--- src/rtl/br_local_rx.sv ---
// BrLite local receive endpoint: four-phase capture from the router local port,
// filtering and dispatch to a PE FIFO, a latest-value monitor register and a clear counter.
package br_pkg;
    typedef enum logic [1:0] {
        BR_SVC_ALL   = 2'd0,
        BR_SVC_TGT   = 2'd1,
        BR_SVC_MON   = 2'd2,
        BR_SVC_CLEAR = 2'd3
    } br_svc_e;

    typedef struct packed {
        br_svc_e     service;
        logic [15:0] seq_source;
        logic [15:0] seq_target;
        logic [15:0] seq_id;
        logic [12:0] flags;
        logic [31:0] payload;
    } br_data_t;
endpackage

module br_local_rx
    import br_pkg::*;
#(
    parameter logic [15:0] LOCAL_ADDR = 16'h0000,
    parameter int unsigned FIFO_DEPTH = 4,
    parameter bit          DROP_SELF  = 1'b1
) (
    input  logic        clk_i,
    input  logic        rst_i,
    input  logic        req_i,
    input  br_data_t    data_i,
    output logic        ack_o,
    output logic        pe_valid_o,
    input  logic        pe_ready_i,
    output br_data_t    pe_data_o,
    output logic        mon_valid_o,
    input  logic        mon_ack_i,
    output br_data_t    mon_data_o,
    output logic        mon_ovf_o,
    output logic [7:0]  clear_cnt_o
);
    localparam int unsigned AW = $clog2(FIFO_DEPTH);
    typedef logic [AW:0] ptr_t;
    typedef enum logic {S_IDLE, S_ACK} state_e;

    state_e     state_q, state_d;
    ptr_t       wr_ptr_q, wr_ptr_d, rd_ptr_q, rd_ptr_d;
    br_data_t   fifo_mem_q [FIFO_DEPTH];
    br_data_t   mon_data_q, mon_data_d;
    logic       mon_valid_q, mon_valid_d;
    logic       mon_ovf_q, mon_ovf_d;
    logic [7:0] clear_cnt_q, clear_cnt_d;

    logic to_fifo, full, empty, pop, room, accept, push, mon_wr, clr;

    assign full  = (wr_ptr_q[AW] != rd_ptr_q[AW]) && (wr_ptr_q[AW-1:0] == rd_ptr_q[AW-1:0]);
    assign empty = (wr_ptr_q == rd_ptr_q);
    assign pop   = !empty && pe_ready_i;
    // A same-cycle pop frees a slot, so a full FIFO can still accept.
    assign room  = !full || pop;

    always_comb begin
        to_fifo = 1'b0;
        unique case (data_i.service)
            BR_SVC_ALL: to_fifo = !(DROP_SELF && (data_i.seq_source == LOCAL_ADDR));
            BR_SVC_TGT: to_fifo = (data_i.seq_target == LOCAL_ADDR);
            default:    to_fifo = 1'b0;
        endcase
    end

    assign accept = (state_q == S_IDLE) && req_i && (!to_fifo || room);
    assign push   = accept && to_fifo;
    assign mon_wr = accept && (data_i.service == BR_SVC_MON);
    assign clr    = accept && (data_i.service == BR_SVC_CLEAR);

    // NOTE: every combinational output gets a default first so no path leaves it unassigned (no latch).
    always_comb begin
        state_d     = state_q;
        wr_ptr_d    = wr_ptr_q;
        rd_ptr_d    = rd_ptr_q;
        mon_data_d  = mon_data_q;
        mon_valid_d = mon_valid_q;
        mon_ovf_d   = mon_ovf_q;
        clear_cnt_d = clear_cnt_q;

        unique case (state_q)
            S_IDLE:  if (accept) state_d = S_ACK;
            S_ACK:   if (!req_i) state_d = S_IDLE;
            default: state_d = S_IDLE;
        endcase

        if (push) wr_ptr_d = wr_ptr_q + ptr_t'(1);
        if (pop)  rd_ptr_d = rd_ptr_q + ptr_t'(1);
        if (clr)  clear_cnt_d = clear_cnt_q + 8'd1;

        if (mon_ack_i) begin
            mon_valid_d = 1'b0;
            mon_ovf_d   = 1'b0;
        end
        if (mon_wr) begin
            mon_data_d  = data_i;
            mon_valid_d = 1'b1;
            mon_ovf_d   = mon_ack_i ? 1'b0 : (mon_ovf_q || mon_valid_q);
        end
    end

    // NOTE: sequential state uses non-blocking assignments so all flops sample the same pre-edge values.
    always_ff @(posedge clk_i or posedge rst_i) begin
        if (rst_i) begin
            state_q     <= S_IDLE;
            wr_ptr_q    <= '0;
            rd_ptr_q    <= '0;
            mon_data_q  <= '0;
            mon_valid_q <= 1'b0;
            mon_ovf_q   <= 1'b0;
            clear_cnt_q <= 8'd0;
        end else begin
            state_q     <= state_d;
            wr_ptr_q    <= wr_ptr_d;
            rd_ptr_q    <= rd_ptr_d;
            mon_data_q  <= mon_data_d;
            mon_valid_q <= mon_valid_d;
            mon_ovf_q   <= mon_ovf_d;
            clear_cnt_q <= clear_cnt_d;
        end
    end

    // NOTE: storage has no reset; validity is carried entirely by the pointers.
    always_ff @(posedge clk_i) begin
        if (push) fifo_mem_q[wr_ptr_q[AW-1:0]] <= data_i;
    end

    assign ack_o       = (state_q == S_ACK);
    assign pe_valid_o  = !empty;
    assign pe_data_o   = fifo_mem_q[rd_ptr_q[AW-1:0]];
    assign mon_valid_o = mon_valid_q;
    assign mon_data_o  = mon_data_q;
    assign mon_ovf_o   = mon_ovf_q;
    assign clear_cnt_o = clear_cnt_q;
endmodule

--- config.mk ---
export PLATFORM = sky130hd
export DESIGN_NAME = br_local_rx
export DESIGN_NICKNAME = d
export VERILOG_FILES = /design/src/rtl/br_local_rx.sv
export SDC_FILE = /design/constraint.sdc
export NUM_CORES = 1
export LEC_CHECK = 0
export ABC_AREA = 1
export CAP_MARGIN = 20
export CORE_ASPECT_RATIO = 1.75
export CORE_MARGIN = 5
export CORE_UTILIZATION = 30
export DETAILED_ROUTE_END_ITERATION = 16
export HOLD_SLACK_MARGIN = 0.05
export PLACE_DENSITY = 0.64
export SLEW_MARGIN = 5
export SYNTH_ARGS = -nofsm -noshare
export SYNTH_HDL_FRONTEND = slang
export SYNTH_SLANG_ARGS = --single-unit
export TNS_END_PERCENT = 100
--- constraint.sdc ---
create_clock -name clk_i -period 5.42 [get_ports clk_i]
set_clock_uncertainty 0.1 [all_clocks]
set_input_delay 0.542 -clock clk_i [delete_from_list [all_inputs] [get_ports clk_i]]
set_output_delay 0.542 -clock clk_i [all_outputs]
set_load 0.05 [all_outputs]
==> run_summary.xml, run 1 <==
<?xml version="1.0" encoding="UTF-8"?>
<metrics>
  <group name="floorplanning">
    <metric name="die_area" unit="um2">68300</metric>
    <metric name="rows" unit="">121</metric>
    <metric name="design.core.area" unit="um2">62400</metric>
    <metric name="die_w" unit="um">200</metric>
    <metric name="io-pin-count" unit="">302</metric>
    <metric name="die-height" unit="um">342</metric>
    <metric name="initial_utilization" unit="%">30.3</metric>
  </group>
  <group name="setup_path">
    <metric name="crit_path_cell_trace" unit="">clkinv_2, buf_12, o21ai_0, o22ai_1, clkdlybuf4s50_1</metric>
    <metric name="critPathBufInv" unit="">3</metric>
    <metric name="worstSetupStartpointType" unit="">flop</metric>
    <metric name="cp_slowest_stage_delay" unit="ns">0.84</metric>
    <metric name="maximum_fanout_encountered_on_the_critical_timing_path" unit="">58</metric>
    <metric name="critPathSlowestCell" unit="">sky130_fd_sc_hd__dfrtp_4</metric>
    <metric name="critPathRequiredTime" unit="ns">4.78</metric>
    <metric name="critical_path_class" unit="">reg -&gt; out</metric>
    <metric name="critical_path.top_delay_family" unit="">buffers and inverters</metric>
    <metric name="arrival" unit="ns">3.74</metric>
    <metric name="critical_path.endpoint_type" unit="">primary output</metric>
  </group>
  <group name="grt">
    <metric name="grt_max_degree" unit="">134</metric>
    <metric name="antenna_found_initial" unit="">2</metric>
    <metric name="first_pass_grt_wire_length" unit="um">84800</metric>
    <metric name="globalRoute.totalOverflow" unit="">0</metric>
    <metric name="track_usage" unit="%">16.2</metric>
    <metric name="first_global_vias" unit="">13600</metric>
  </group>
  <group name="status">
    <metric name="status" unit="">completed</metric>
  </group>
  <group name="synth">
    <metric name="synth_fp_nets" unit="">1601</metric>
    <metric name="post-synth-top-area-fraction" unit="%">60.4</metric>
    <metric name="syn-mean-instance-area" unit="um2">12.6</metric>
    <metric name="syn_inst" unit="">1495</metric>
    <metric name="fraction_of_the_yosys_area_taken_by_sequential_cells" unit="%">75.2</metric>
    <metric name="synth.area.top_cells" unit="">sky130_fd_sc_hd__edfxtp_1, sky130_fd_sc_hd__dfrtp_1, sky130_fd_sc_hd__o21ai_0</metric>
    <metric name="yosysTopAreaCell" unit="">sky130_fd_sc_hd__edfxtp_1</metric>
    <metric name="synth_area" unit="um2">18900</metric>
    <metric name="yosys.cell_types.count" unit="">25</metric>
    <metric name="synth_warnings" unit="">0</metric>
    <metric name="ys_seq_elements" unit="">492</metric>
  </group>
  <group name="timing">
    <metric name="final-hold-violation-count" unit="">0</metric>
    <metric name="report.final.setup_viol" unit="">0</metric>
    <metric name="worst_slew_pin_slew" unit="ns">1.08</metric>
    <metric name="max_slew_margin" unit="%">28.3</metric>
    <metric name="final.period_utilization" unit="%">80.8</metric>
    <metric name="final-max-slew-violation-count" unit="">0</metric>
    <metric name="rsz_0062_raised_after_global_routing" unit="">no</metric>
    <metric name="final.setup.worst_slack" unit="ns">1.04</metric>
    <metric name="whs" unit="ns">0.370</metric>
    <metric name="fmax" unit="GHz">0.228</metric>
    <metric name="period_minus_slack" unit="ns">4.38</metric>
  </group>
  <group name="clocking">
    <metric name="post_cts_sizing" unit="">0</metric>
    <metric name="tritoncts" unit="">built</metric>
    <metric name="clkSlewWorstSetupHoldPaths" unit="ns">0.06</metric>
    <metric name="clockRootBuffer" unit="">sky130_fd_sc_hd__clkbuf_16</metric>
    <metric name="worst_skew_pair.late_latency" unit="ns">0.56</metric>
    <metric name="clk_path_buf_depth" unit="">3</metric>
    <metric name="cts_inserted_buffers" unit="">46</metric>
    <metric name="postCtsHoldBufs" unit="">0</metric>
    <metric name="clkSinkCount" unit="">492</metric>
    <metric name="cts_setup_buffers" unit="">0</metric>
    <metric name="clock_tree.htree_level_count" unit="">2</metric>
  </group>
  <group name="placed_design">
    <metric name="preCtsSetupSlack" unit="ns">1.44</metric>
    <metric name="dpl-instance-area" unit="um2">22800</metric>
    <metric name="portBuffers" unit="">301</metric>
    <metric name="gpl.final_weighted_congestion" unit="">0.783</metric>
    <metric name="dp_hpwl" unit="um">34100</metric>
  </group>
  <group name="route">
    <metric name="routed_via_density" unit="">5.04</metric>
    <metric name="total_length_of_routed_wires" unit="um">56900</metric>
    <metric name="avgRoutedWirePerCell" unit="um">21.9</metric>
    <metric name="routed-via-count" unit="">13100</metric>
    <metric name="antenna_violating_nets_post_route" unit="">0</metric>
    <metric name="detail_route.first_pass.iterations" unit="">5</metric>
    <metric name="drc" unit="">0</metric>
    <metric name="drt_iter0_drc" unit="">750</metric>
  </group>
  <group name="run">
    <metric name="max-cap-violations" unit="">0</metric>
  </group>
  <group name="power">
    <metric name="power_density" unit="nW/um2">575</metric>
    <metric name="leakage" unit="nW">8.78</metric>
    <metric name="post-layout-total-power" unit="mW">14.0</metric>
    <metric name="peakVddDrop" unit="mV">0.372</metric>
  </group>
  <group name="worst_hold_path">
    <metric name="timing.hold.worst.class" unit="">reg -&gt; reg</metric>
  </group>
  <group name="final_layout">
    <metric name="post_synthesis_to_final_layout_area_growth" unit="%">29.1</metric>
    <metric name="final_layout_size_suffix_gt1_share" unit="%">5.84</metric>
    <metric name="final_nets" unit="">1868</metric>
    <metric name="finish.instance_area" unit="um2">24400</metric>
  </group>
</metrics>
==> metrics by stage <==
| stage | instances | TNS (ns) | util, % |
|---|---|---|---|
| 2_1_floorplan | 1495 | -259.53 | - |
| 3_3_place_gp | 2513 | 0 | 36.5 |
| 3_5_place_dp | 2513 | 0 | 36.5 |
| 4_1_cts | 2598 | 0 | 39.1 |
| 5_1_grt | 2599 | 0 | 39.1 |
| 6_report | 2601 | 0 | 39.1 |
==> where the power goes <==
part           internal [mW]  total, mW  switching (mW)
registers               4.32       4.53           0.205
logic                   1.70       6.00            4.30
clock network           2.10       3.50            1.40
==> kinds of logic (layout without fill, tap and decap cells) <==
| family | Yosys count | after routing | synth area share [%] |
|---|---|---|---|
| AOI/OAI and AO/OA | 287 | 287 | 8.23 |
| xor gates and xnor gates | 9 | 9 | 0.417 |
| buffers and inverters | 125 | 429 | 2.77 |
| other | 0 | 3 | 0 |
| adders and majority gates | 6 | 6 | 0.397 |
| DFF | 492 | 492 | 75.2 |
| and+or+nand+nor | 576 | 576 | 13.0 |
==> state kept, by name, summed over array words and instances (netlist names) <==
signal and flops:
ack_o 1, clear_cnt_o 8, fifo_mem_q 380, mon_data_o 95
mon_ovf_o 1, mon_valid_o 1, rd_ptr_q 3, wr_ptr_q 3
==> routing by layer <==
metal | global-route usage (%) | vias to the layer above | part of all wire (%)
li1 | - | 5962 | -
met1 | 19.5 | 6604 | 39
met2 | 28.4 | 445 | 51
met3 | 3.37 | 98 | 6.8
met4 | 6.02 | 0 | 3.5
met5 | 0 | - | 0
==> Yosys cell counts (all sizes together) <==
cell type  number
edfxtp        380
nand2         235
nor2          224
o21ai         191
dfrtp         112
nand4         107
o22ai          95
clkbuf         83
buf            21
inv            20
nand3           9
ha              6
xor2            5
xnor2           4
a21oi           1
clkinv          1
nor3            1
==> cell usage in the layout (no fill, tap or decap) <==
cell type / n
sky130_fd_sc_hd__nand4_1: 107
sky130_fd_sc_hd__buf_4: 18
sky130_fd_sc_hd__clkinv_1: 4
sky130_fd_sc_hd__dfrtp_1: 110
sky130_fd_sc_hd__bufinv_16: 7
sky130_fd_sc_hd__nor2_1: 218
sky130_fd_sc_hd__edfxtp_1: 380
sky130_fd_sc_hd__nand2_1: 234
sky130_fd_sc_hd__clkdlybuf4s50_1: 301
sky130_fd_sc_hd__ha_1: 6
sky130_fd_sc_hd__clkinv_2: 5
sky130_fd_sc_hd__nand3_4: 1
sky130_fd_sc_hd__nand2_4: 1
sky130_fd_sc_hd__o22ai_1: 95
sky130_fd_sc_hd__xnor2_1: 4
sky130_fd_sc_hd__a21oi_1: 1
sky130_fd_sc_hd__clkbuf_16: 50
sky130_fd_sc_hd__clkbuf_8: 6
sky130_fd_sc_hd__dfrtp_4: 2
sky130_fd_sc_hd__clkinvlp_4: 1
sky130_fd_sc_hd__o21ai_0: 190
sky130_fd_sc_hd__o21ai_1: 1
sky130_fd_sc_hd__inv_6: 3
sky130_fd_sc_hd__clkbuf_1: 13
sky130_fd_sc_hd__buf_12: 4
sky130_fd_sc_hd__nor2_4: 6
sky130_fd_sc_hd__nor3_2: 1
sky130_fd_sc_hd__diode_2: 3
sky130_fd_sc_hd__inv_1: 17
sky130_fd_sc_hd__nand3_1: 8
sky130_fd_sc_hd__xor2_1: 5
==> cell type report <==
type | count | area, um2
Timing Repair Buffer | 323 | 3230
Clock inverter | 16 | 258
Clock buffer | 69 | 1380
Fill cell | 5916 | 38000
Sequential cell | 492 | 14200
Inverter | 21 | 90.1
Antenna cell | 3 | 7.51
Multi-Input combinational cell | 878 | 4220
Tap cell | 799 | 1000
==> path summary, 6_finish.rpt <==
kind,from,depth (start not counted),slack [ns],end
max reg2reg,rd_ptr_q[1],9,1.47,fifo_mem_q[3][54]
min,mon_data_o[75],2,0.37,mon_data_o[75]
max,rd_ptr_q[1],5,1.04,pe_data_o[32]
max in group asynchronous,rst_i,3,3.71,mon_data_o[36]
min reg2reg,mon_data_o[75],2,0.37,mon_data_o[75]
min in group asynchronous,rst_i,2,0.40,mon_data_o[2]
==> worst register-to-register path, cell delays in order, from the launching register on <==
cell and delay (ns):
sky130_fd_sc_hd__dfrtp_4 0.84, sky130_fd_sc_hd__clkinv_2 0.75, sky130_fd_sc_hd__nand2_1 0.22, sky130_fd_sc_hd__nand2_1 0.11, sky130_fd_sc_hd__nand3_1 0.10, sky130_fd_sc_hd__nor3_2 0.06, sky130_fd_sc_hd__nand2_4 0.10, sky130_fd_sc_hd__nand3_1 0.39
sky130_fd_sc_hd__nor2_4 0.22, sky130_fd_sc_hd__buf_4 0.66
Note: power is estimated with default switching activity, not from simulation.
==> inputs of run 2 (changes only) <==
--- a/config.mk
+++ b/config.mk
@@ -12,7 +12,7 @@
 export CORE_UTILIZATION = 30
 export DETAILED_ROUTE_END_ITERATION = 16
 export HOLD_SLACK_MARGIN = 0.05
-export PLACE_DENSITY = 0.64
+export PLACE_DENSITY = 0.62
 export SLEW_MARGIN = 5
 export SYNTH_ARGS = -nofsm -noshare
 export SYNTH_HDL_FRONTEND = slang
==> constraint.sdc (replaced) <==
create_clock -name clk_i -period 4.15 [get_ports clk_i]
set_clock_uncertainty 0.1 [all_clocks]
set_input_delay 0.415 -clock clk_i [delete_from_list [all_inputs] [get_ports clk_i]]
set_output_delay 0.415 -clock clk_i [all_outputs]
set_load 0.05 [all_outputs]
==> run_summary.xml, run 2 (same netlist as run 1, synthesis figures left out) <==
<?xml version="1.0" encoding="UTF-8"?>
<metrics>
  <group name="timing">
    <metric name="period_minus_slack" unit="ns">3.94</metric>
    <metric name="final-max-slew-violation-count" unit="">0</metric>
    <metric name="whs" unit="ns">0.337</metric>
    <metric name="final.period_utilization" unit="%">94.9</metric>
    <metric name="rsz_0062_raised_after_global_routing" unit="">no</metric>
    <metric name="fmax" unit="GHz">0.254</metric>
    <metric name="worst_slew_pin_slew" unit="ns">0.926</metric>
    <metric name="max_slew_margin" unit="%">38.3</metric>
    <metric name="final-hold-violation-count" unit="">0</metric>
    <metric name="report.final.setup_viol" unit="">0</metric>
  </group>
  <group name="floorplanning">
    <metric name="initial_utilization" unit="%">30.3</metric>
    <metric name="die-height" unit="um">342</metric>
    <metric name="rows" unit="">121</metric>
    <metric name="io-pin-count" unit="">302</metric>
    <metric name="die_area" unit="um2">68300</metric>
    <metric name="die_w" unit="um">200</metric>
    <metric name="design.core.area" unit="um2">62400</metric>
  </group>
  <group name="grt">
    <metric name="globalRoute.totalOverflow" unit="">0</metric>
    <metric name="grt_max_degree" unit="">108</metric>
    <metric name="antenna_found_initial" unit="">3</metric>
    <metric name="first_global_vias" unit="">13500</metric>
    <metric name="track_usage" unit="%">16.0</metric>
    <metric name="first_pass_grt_wire_length" unit="um">83300</metric>
  </group>
  <group name="final_layout">
    <metric name="finish.instance_area" unit="um2">24500</metric>
    <metric name="final_layout_size_suffix_gt1_share" unit="%">7.51</metric>
    <metric name="layout_commonest_cell" unit="">sky130_fd_sc_hd__edfxtp_1</metric>
    <metric name="final_cell_mix" unit="">sky130_fd_sc_hd__edfxtp_1, sky130_fd_sc_hd__clkdlybuf4s50_1, sky130_fd_sc_hd__nand2_1</metric>
    <metric name="largest_reg_flops" unit="">380</metric>
    <metric name="post_synthesis_to_final_layout_area_growth" unit="%">29.7</metric>
    <metric name="final_nets" unit="">1879</metric>
    <metric name="instances_no_fill" unit="">2612</metric>
  </group>
  <group name="setup_path">
    <metric name="critPathRequiredTime" unit="ns">3.63</metric>
    <metric name="critical_path_class" unit="">reg -&gt; out</metric>
    <metric name="worstSetupStartpointType" unit="">flop</metric>
    <metric name="maximum_fanout_encountered_on_the_critical_timing_path" unit="">100</metric>
    <metric name="critical_path.endpoint_type" unit="">primary output</metric>
    <metric name="arrival" unit="ns">3.42</metric>
  </group>
  <group name="route">
    <metric name="antenna_violating_nets_post_route" unit="">0</metric>
    <metric name="drc" unit="">0</metric>
    <metric name="routed-via-count" unit="">13000</metric>
    <metric name="drt_iter0_drc" unit="">738</metric>
    <metric name="routed_via_density" unit="">4.96</metric>
    <metric name="detail_route.first_pass.iterations" unit="">5</metric>
    <metric name="total_length_of_routed_wires" unit="um">56100</metric>
    <metric name="avgRoutedWirePerCell" unit="um">21.5</metric>
  </group>
  <group name="clocking">
    <metric name="clkSlewWorstSetupHoldPaths" unit="ns">0.07</metric>
    <metric name="clock_tree.htree_level_count" unit="">2</metric>
    <metric name="clk_path_buf_depth" unit="">3</metric>
    <metric name="worst_skew_pair.late_latency" unit="ns">0.58</metric>
    <metric name="cts_inserted_buffers" unit="">46</metric>
    <metric name="tritoncts" unit="">built</metric>
    <metric name="clockRootBuffer" unit="">sky130_fd_sc_hd__clkbuf_16</metric>
    <metric name="cts_setup_buffers" unit="">0</metric>
    <metric name="clkSinkCount" unit="">492</metric>
  </group>
  <group name="power">
    <metric name="leakage" unit="nW">8.85</metric>
    <metric name="peakVddDrop" unit="mV">0.501</metric>
    <metric name="power_density" unit="nW/um2">742</metric>
  </group>
  <group name="run">
    <metric name="max-cap-violations" unit="">0</metric>
  </group>
  <group name="placed_design">
    <metric name="gpl.final_weighted_congestion" unit="">0.759</metric>
    <metric name="place_inst" unit="">2522</metric>
    <metric name="portBuffers" unit="">301</metric>
    <metric name="dp_hpwl" unit="um">34700</metric>
    <metric name="dpl-instance-area" unit="um2">22900</metric>
  </group>
  <group name="worst_hold_path">
    <metric name="timing.hold.worst.class" unit="">in -&gt; reg</metric>
  </group>
  <group name="status">
    <metric name="status" unit="">completed</metric>
  </group>
</metrics>
## run 2: critical path, cell delays in order (launching register included)
cell and delay, ns:
sky130_fd_sc_hd__dfrtp_4 0.93, sky130_fd_sc_hd__buf_12 0.39, sky130_fd_sc_hd__o21ai_0 0.23, sky130_fd_sc_hd__o22ai_1 0.26
sky130_fd_sc_hd__clkdlybuf4s50_1 0.91
## run 2: timing repair
| action | in CTS | in global routing |
|---|---|---|
| setup endpoints to repair | 0 | 4 |
| hold buffers | 0 | 1 |
| endpoints found under the hold margin | 0 | 16 |
| resized for setup | 0 | 1 |
## run 2: cell type report
class	count	area [um2]
Multi-Input combinational cell	878	4220
Clock inverter	28	277
Tap cell	799	1000
Inverter	21	92.6
Fill cell	5877	37900
Clock buffer	58	1300
Sequential cell	492	14200
Timing Repair Buffer	334	3410
Antenna cell	2	5.00
## run 2: final timing paths
kind,startpoint,to,slack [ns],depth (start not counted)
min in group asynchronous,rst_i,mon_data_o[43],0.60,3
max in group asynchronous,rst_i,rd_ptr_q[1],2.61,4
worst min register to register,mon_data_o[47],mon_data_o[47],0.37,2
worst max-delay path,rd_ptr_q[0],pe_data_o[37],0.21,4
worst min-delay path,req_i,ack_o,0.34,3
worst max register to register,rd_ptr_q[1],fifo_mem_q[3][50],0.70,10
## run 2: through the flow
step / util, % / worst slack (ns) / TNS [ns] / power [mW]
final: 39.3 / 0.212 / 0 / 18.2
after global routing: 39.3 / 0.0320 / 0 / 19.0
after CTS: 39.2 / 0.103 / 0 / 18.5
after detailed placement: 36.7 / 0.380 / 0 / 14.0
after global placement: 36.7 / 0.425 / 0 / 13.9
after floorplan: - / -0.365 / -138.85 / 10.9
## run 2: report_power, final
group / leakage (nW) / internal [mW] / total (mW) / switching [mW]
logic: 3.26 / 2.28 / 7.86 / 5.58
registers: 4.83 / 5.64 / 5.96 / 0.320
clock network: 0.762 / 2.50 / 4.38 / 1.88
## run 2: layer usage
layer / vias to the layer above / track usage, % / part of all wire, %
li1: 5994 / - / -
met1: 6499 / 19.3 / 39
met2: 378 / 27.6 / 51
met3: 91 / 3.77 / 6.2
met4: 2 / 6.12 / 3.6
met5: - / 0 / 0.036
==> inputs of run 3 (changes only) <==
--- a/config.mk
+++ b/config.mk
@@ -7,12 +7,15 @@
 export LEC_CHECK = 0
 export ABC_AREA = 1
 export CAP_MARGIN = 20
+export CELL_PAD_IN_SITES_DETAIL_PLACEMENT = 1
+export CELL_PAD_IN_SITES_GLOBAL_PLACEMENT = 2
 export CORE_ASPECT_RATIO = 1.75
 export CORE_MARGIN = 5
 export CORE_UTILIZATION = 30
+export CTS_CLUSTER_SIZE = 12
 export DETAILED_ROUTE_END_ITERATION = 16
 export HOLD_SLACK_MARGIN = 0.05
-export PLACE_DENSITY = 0.62
+export PLACE_DENSITY = 0.8
 export SLEW_MARGIN = 5
 export SYNTH_ARGS = -nofsm -noshare
 export SYNTH_HDL_FRONTEND = slang
==> run_summary.xml, run 3 (same netlist as run 1, synthesis figures left out) <==
<?xml version="1.0" encoding="UTF-8"?>
<metrics>
  <group name="timing">
    <metric name="max_slew_margin" unit="%">39.2</metric>
    <metric name="final.period_utilization" unit="%">94.0</metric>
    <metric name="whs" unit="ns">0.221</metric>
    <metric name="worst_slew_pin_slew" unit="ns">0.912</metric>
    <metric name="final.setup.tns" unit="ns">0</metric>
    <metric name="report.final.setup_viol" unit="">0</metric>
    <metric name="final.setup.worst_slack" unit="ns">0.248</metric>
    <metric name="rsz_0062_raised_after_global_routing" unit="">no</metric>
    <metric name="final-max-slew-violation-count" unit="">0</metric>
    <metric name="period_minus_slack" unit="ns">3.90</metric>
    <metric name="fmax" unit="GHz">0.256</metric>
    <metric name="final-hold-violation-count" unit="">0</metric>
  </group>
  <group name="setup_path">
    <metric name="r2r_slack" unit="ns">0.80</metric>
    <metric name="startpoint" unit="">rd_ptr_q[0]</metric>
    <metric name="critical_path.endpoint_type" unit="">primary output</metric>
    <metric name="worstSetupStartpointType" unit="">flop</metric>
    <metric name="critPathRequiredTime" unit="ns">3.63</metric>
    <metric name="critical_path_class" unit="">reg -&gt; out</metric>
    <metric name="worstRegToRegCells" unit="">8</metric>
    <metric name="maximum_fanout_encountered_on_the_critical_timing_path" unit="">76</metric>
    <metric name="worstReg2RegStart" unit="">rd_ptr_q[0]</metric>
    <metric name="arrival" unit="ns">3.39</metric>
    <metric name="r2r_end" unit="">fifo_mem_q[1][74]</metric>
  </group>
  <group name="clocking">
    <metric name="cts_setup_buffers" unit="">0</metric>
    <metric name="cts_inserted_buffers" unit="">49</metric>
    <metric name="clkSlewWorstSetupHoldPaths" unit="ns">0.07</metric>
    <metric name="clock_tree.htree_level_count" unit="">2</metric>
    <metric name="post_cts_sizing" unit="">0</metric>
    <metric name="clkSinkCount" unit="">492</metric>
    <metric name="worst_skew_pair.late_latency" unit="ns">0.59</metric>
    <metric name="clk_path_buf_depth" unit="">3</metric>
    <metric name="tritoncts" unit="">built</metric>
    <metric name="clockRootBuffer" unit="">sky130_fd_sc_hd__clkbuf_16</metric>
    <metric name="postCtsHoldBufs" unit="">0</metric>
  </group>
  <group name="route">
    <metric name="drc" unit="">0</metric>
    <metric name="routed_via_density" unit="">5.04</metric>
    <metric name="route.met2.wl" unit="um">31800</metric>
    <metric name="detail_route.first_pass.iterations" unit="">6</metric>
    <metric name="total_length_of_routed_wires" unit="um">60000</metric>
    <metric name="avgRoutedWirePerCell" unit="um">23.0</metric>
    <metric name="wl_met3" unit="um">2870</metric>
    <metric name="drt_iter0_drc" unit="">568</metric>
    <metric name="routed-via-count" unit="">13100</metric>
    <metric name="antenna_violating_nets_post_route" unit="">0</metric>
    <metric name="met1_length" unit="um">23600</metric>
    <metric name="route.top_layer_used" unit="">met4</metric>
  </group>
  <group name="grt">
    <metric name="track_usage" unit="%">17.2</metric>
    <metric name="first_pass_grt_wire_length" unit="um">90300</metric>
    <metric name="globalRoute.totalOverflow" unit="">0</metric>
    <metric name="antenna_found_initial" unit="">1</metric>
    <metric name="grt_max_degree" unit="">108</metric>
    <metric name="first_global_vias" unit="">14400</metric>
  </group>
  <group name="power">
    <metric name="leakage" unit="nW">8.74</metric>
    <metric name="power_density" unit="nW/um2">744</metric>
    <metric name="peakVddDrop" unit="mV">0.441</metric>
  </group>
  <group name="floorplanning">
    <metric name="die_w" unit="um">200</metric>
    <metric name="rows" unit="">121</metric>
    <metric name="design.core.area" unit="um2">62400</metric>
    <metric name="initial_utilization" unit="%">30.3</metric>
    <metric name="io-pin-count" unit="">302</metric>
    <metric name="die_area" unit="um2">68300</metric>
    <metric name="die-height" unit="um">342</metric>
  </group>
  <group name="final_layout">
    <metric name="final_cell_mix" unit="">sky130_fd_sc_hd__edfxtp_1, sky130_fd_sc_hd__clkdlybuf4s50_1, sky130_fd_sc_hd__nand2_1</metric>
    <metric name="post_synthesis_to_final_layout_area_growth" unit="%">28.8</metric>
    <metric name="area.sequential" unit="um2">14200</metric>
    <metric name="final_nets" unit="">1872</metric>
    <metric name="largest_reg_flops" unit="">380</metric>
    <metric name="nFillCells" unit="">6627</metric>
    <metric name="multi_input_gate_area_in_the_final_layout" unit="um2">4220</metric>
    <metric name="final_layout_size_suffix_gt1_share" unit="%">5.82</metric>
    <metric name="layout_commonest_cell" unit="">sky130_fd_sc_hd__edfxtp_1</metric>
  </group>
  <group name="status">
    <metric name="status" unit="">completed</metric>
  </group>
  <group name="run">
    <metric name="max-cap-violations" unit="">0</metric>
  </group>
  <group name="placed_design">
    <metric name="portBuffers" unit="">301</metric>
    <metric name="gpl.final_weighted_congestion" unit="">0.735</metric>
    <metric name="preCtsSetupSlack" unit="ns">0.410</metric>
    <metric name="dp_hpwl" unit="um">37000</metric>
  </group>
  <group name="worst_hold_path">
    <metric name="timing.hold.worst.class" unit="">in -&gt; async</metric>
  </group>
</metrics>
[run 3: cell types whose count changed in the layout (fill, tap and decap cells not counted), sizes merged, moves of 2 or more]
cell and change:
bufinv -2, clkinv -9, clkbuf +22, clkinvlp -4, buf -17, inv -3, clkdlybuf4s50 +8
[run 3: area by class of cell]
cell class	instances	area share (%)
Tap cell	799	4.11
Clock buffer	80	5.64
Multi-Input combinational cell	878	17.3
Inverter	21	0.360
Sequential cell	492	58.4
Clock inverter	10	0.514
Antenna cell	1	0.0103
Timing Repair Buffer	324	13.6
[run 3: per-stage QoR]
stage                     power, mW  std cells  utilization [%]  instance area (um2)
after floorplan                10.9       1495                -                18900
after global placement         14.0       2514             36.6                22800
after detailed placement       14.1       2514             36.6                22800
after CTS                      18.4       2604             39.0                24300
after global routing           19.0       2605             39.0                24300
final                          18.1       2605             39.0                24300
[run 3: worst max-delay path by stage]
stage,end,slack [ns]
floorplan,fifo_mem_q[3][0],-0.37
global placement,fifo_mem_q[1][22],0.44
detailed placement,fifo_mem_q[1][57],0.41
CTS,pe_data_o[39],0.16
global route,pe_data_o[39],0.05
finish,pe_data_o[74],0.25
[run 3: report_power, final]
group / internal (mW) / switching, mW / total, mW
clock: 2.39 / 1.84 / 4.23
combinational: 2.26 / 5.75 / 8.01
sequential: 5.65 / 0.228 / 5.88
total: 10.3 / 7.82 / 18.1
[run 3: worst max-delay path, stage by stage, from the launching register on]
cell                              delay [ns]
sky130_fd_sc_hd__dfrtp_4                0.62
sky130_fd_sc_hd__inv_6                  0.51
sky130_fd_sc_hd__buf_12                 0.30
sky130_fd_sc_hd__o21ai_0                0.12
sky130_fd_sc_hd__o22ai_1                0.33
sky130_fd_sc_hd__clkdlybuf4s50_1        0.89
[run 3: layer usage]
metal / GRT usage (%) / vias to the layer above
li1: - / 5960
met1: 20.2 / 6764
met2: 31.5 / 308
met3: 3.31 / 91
met4: 5.41 / 0
met5: 0 / -
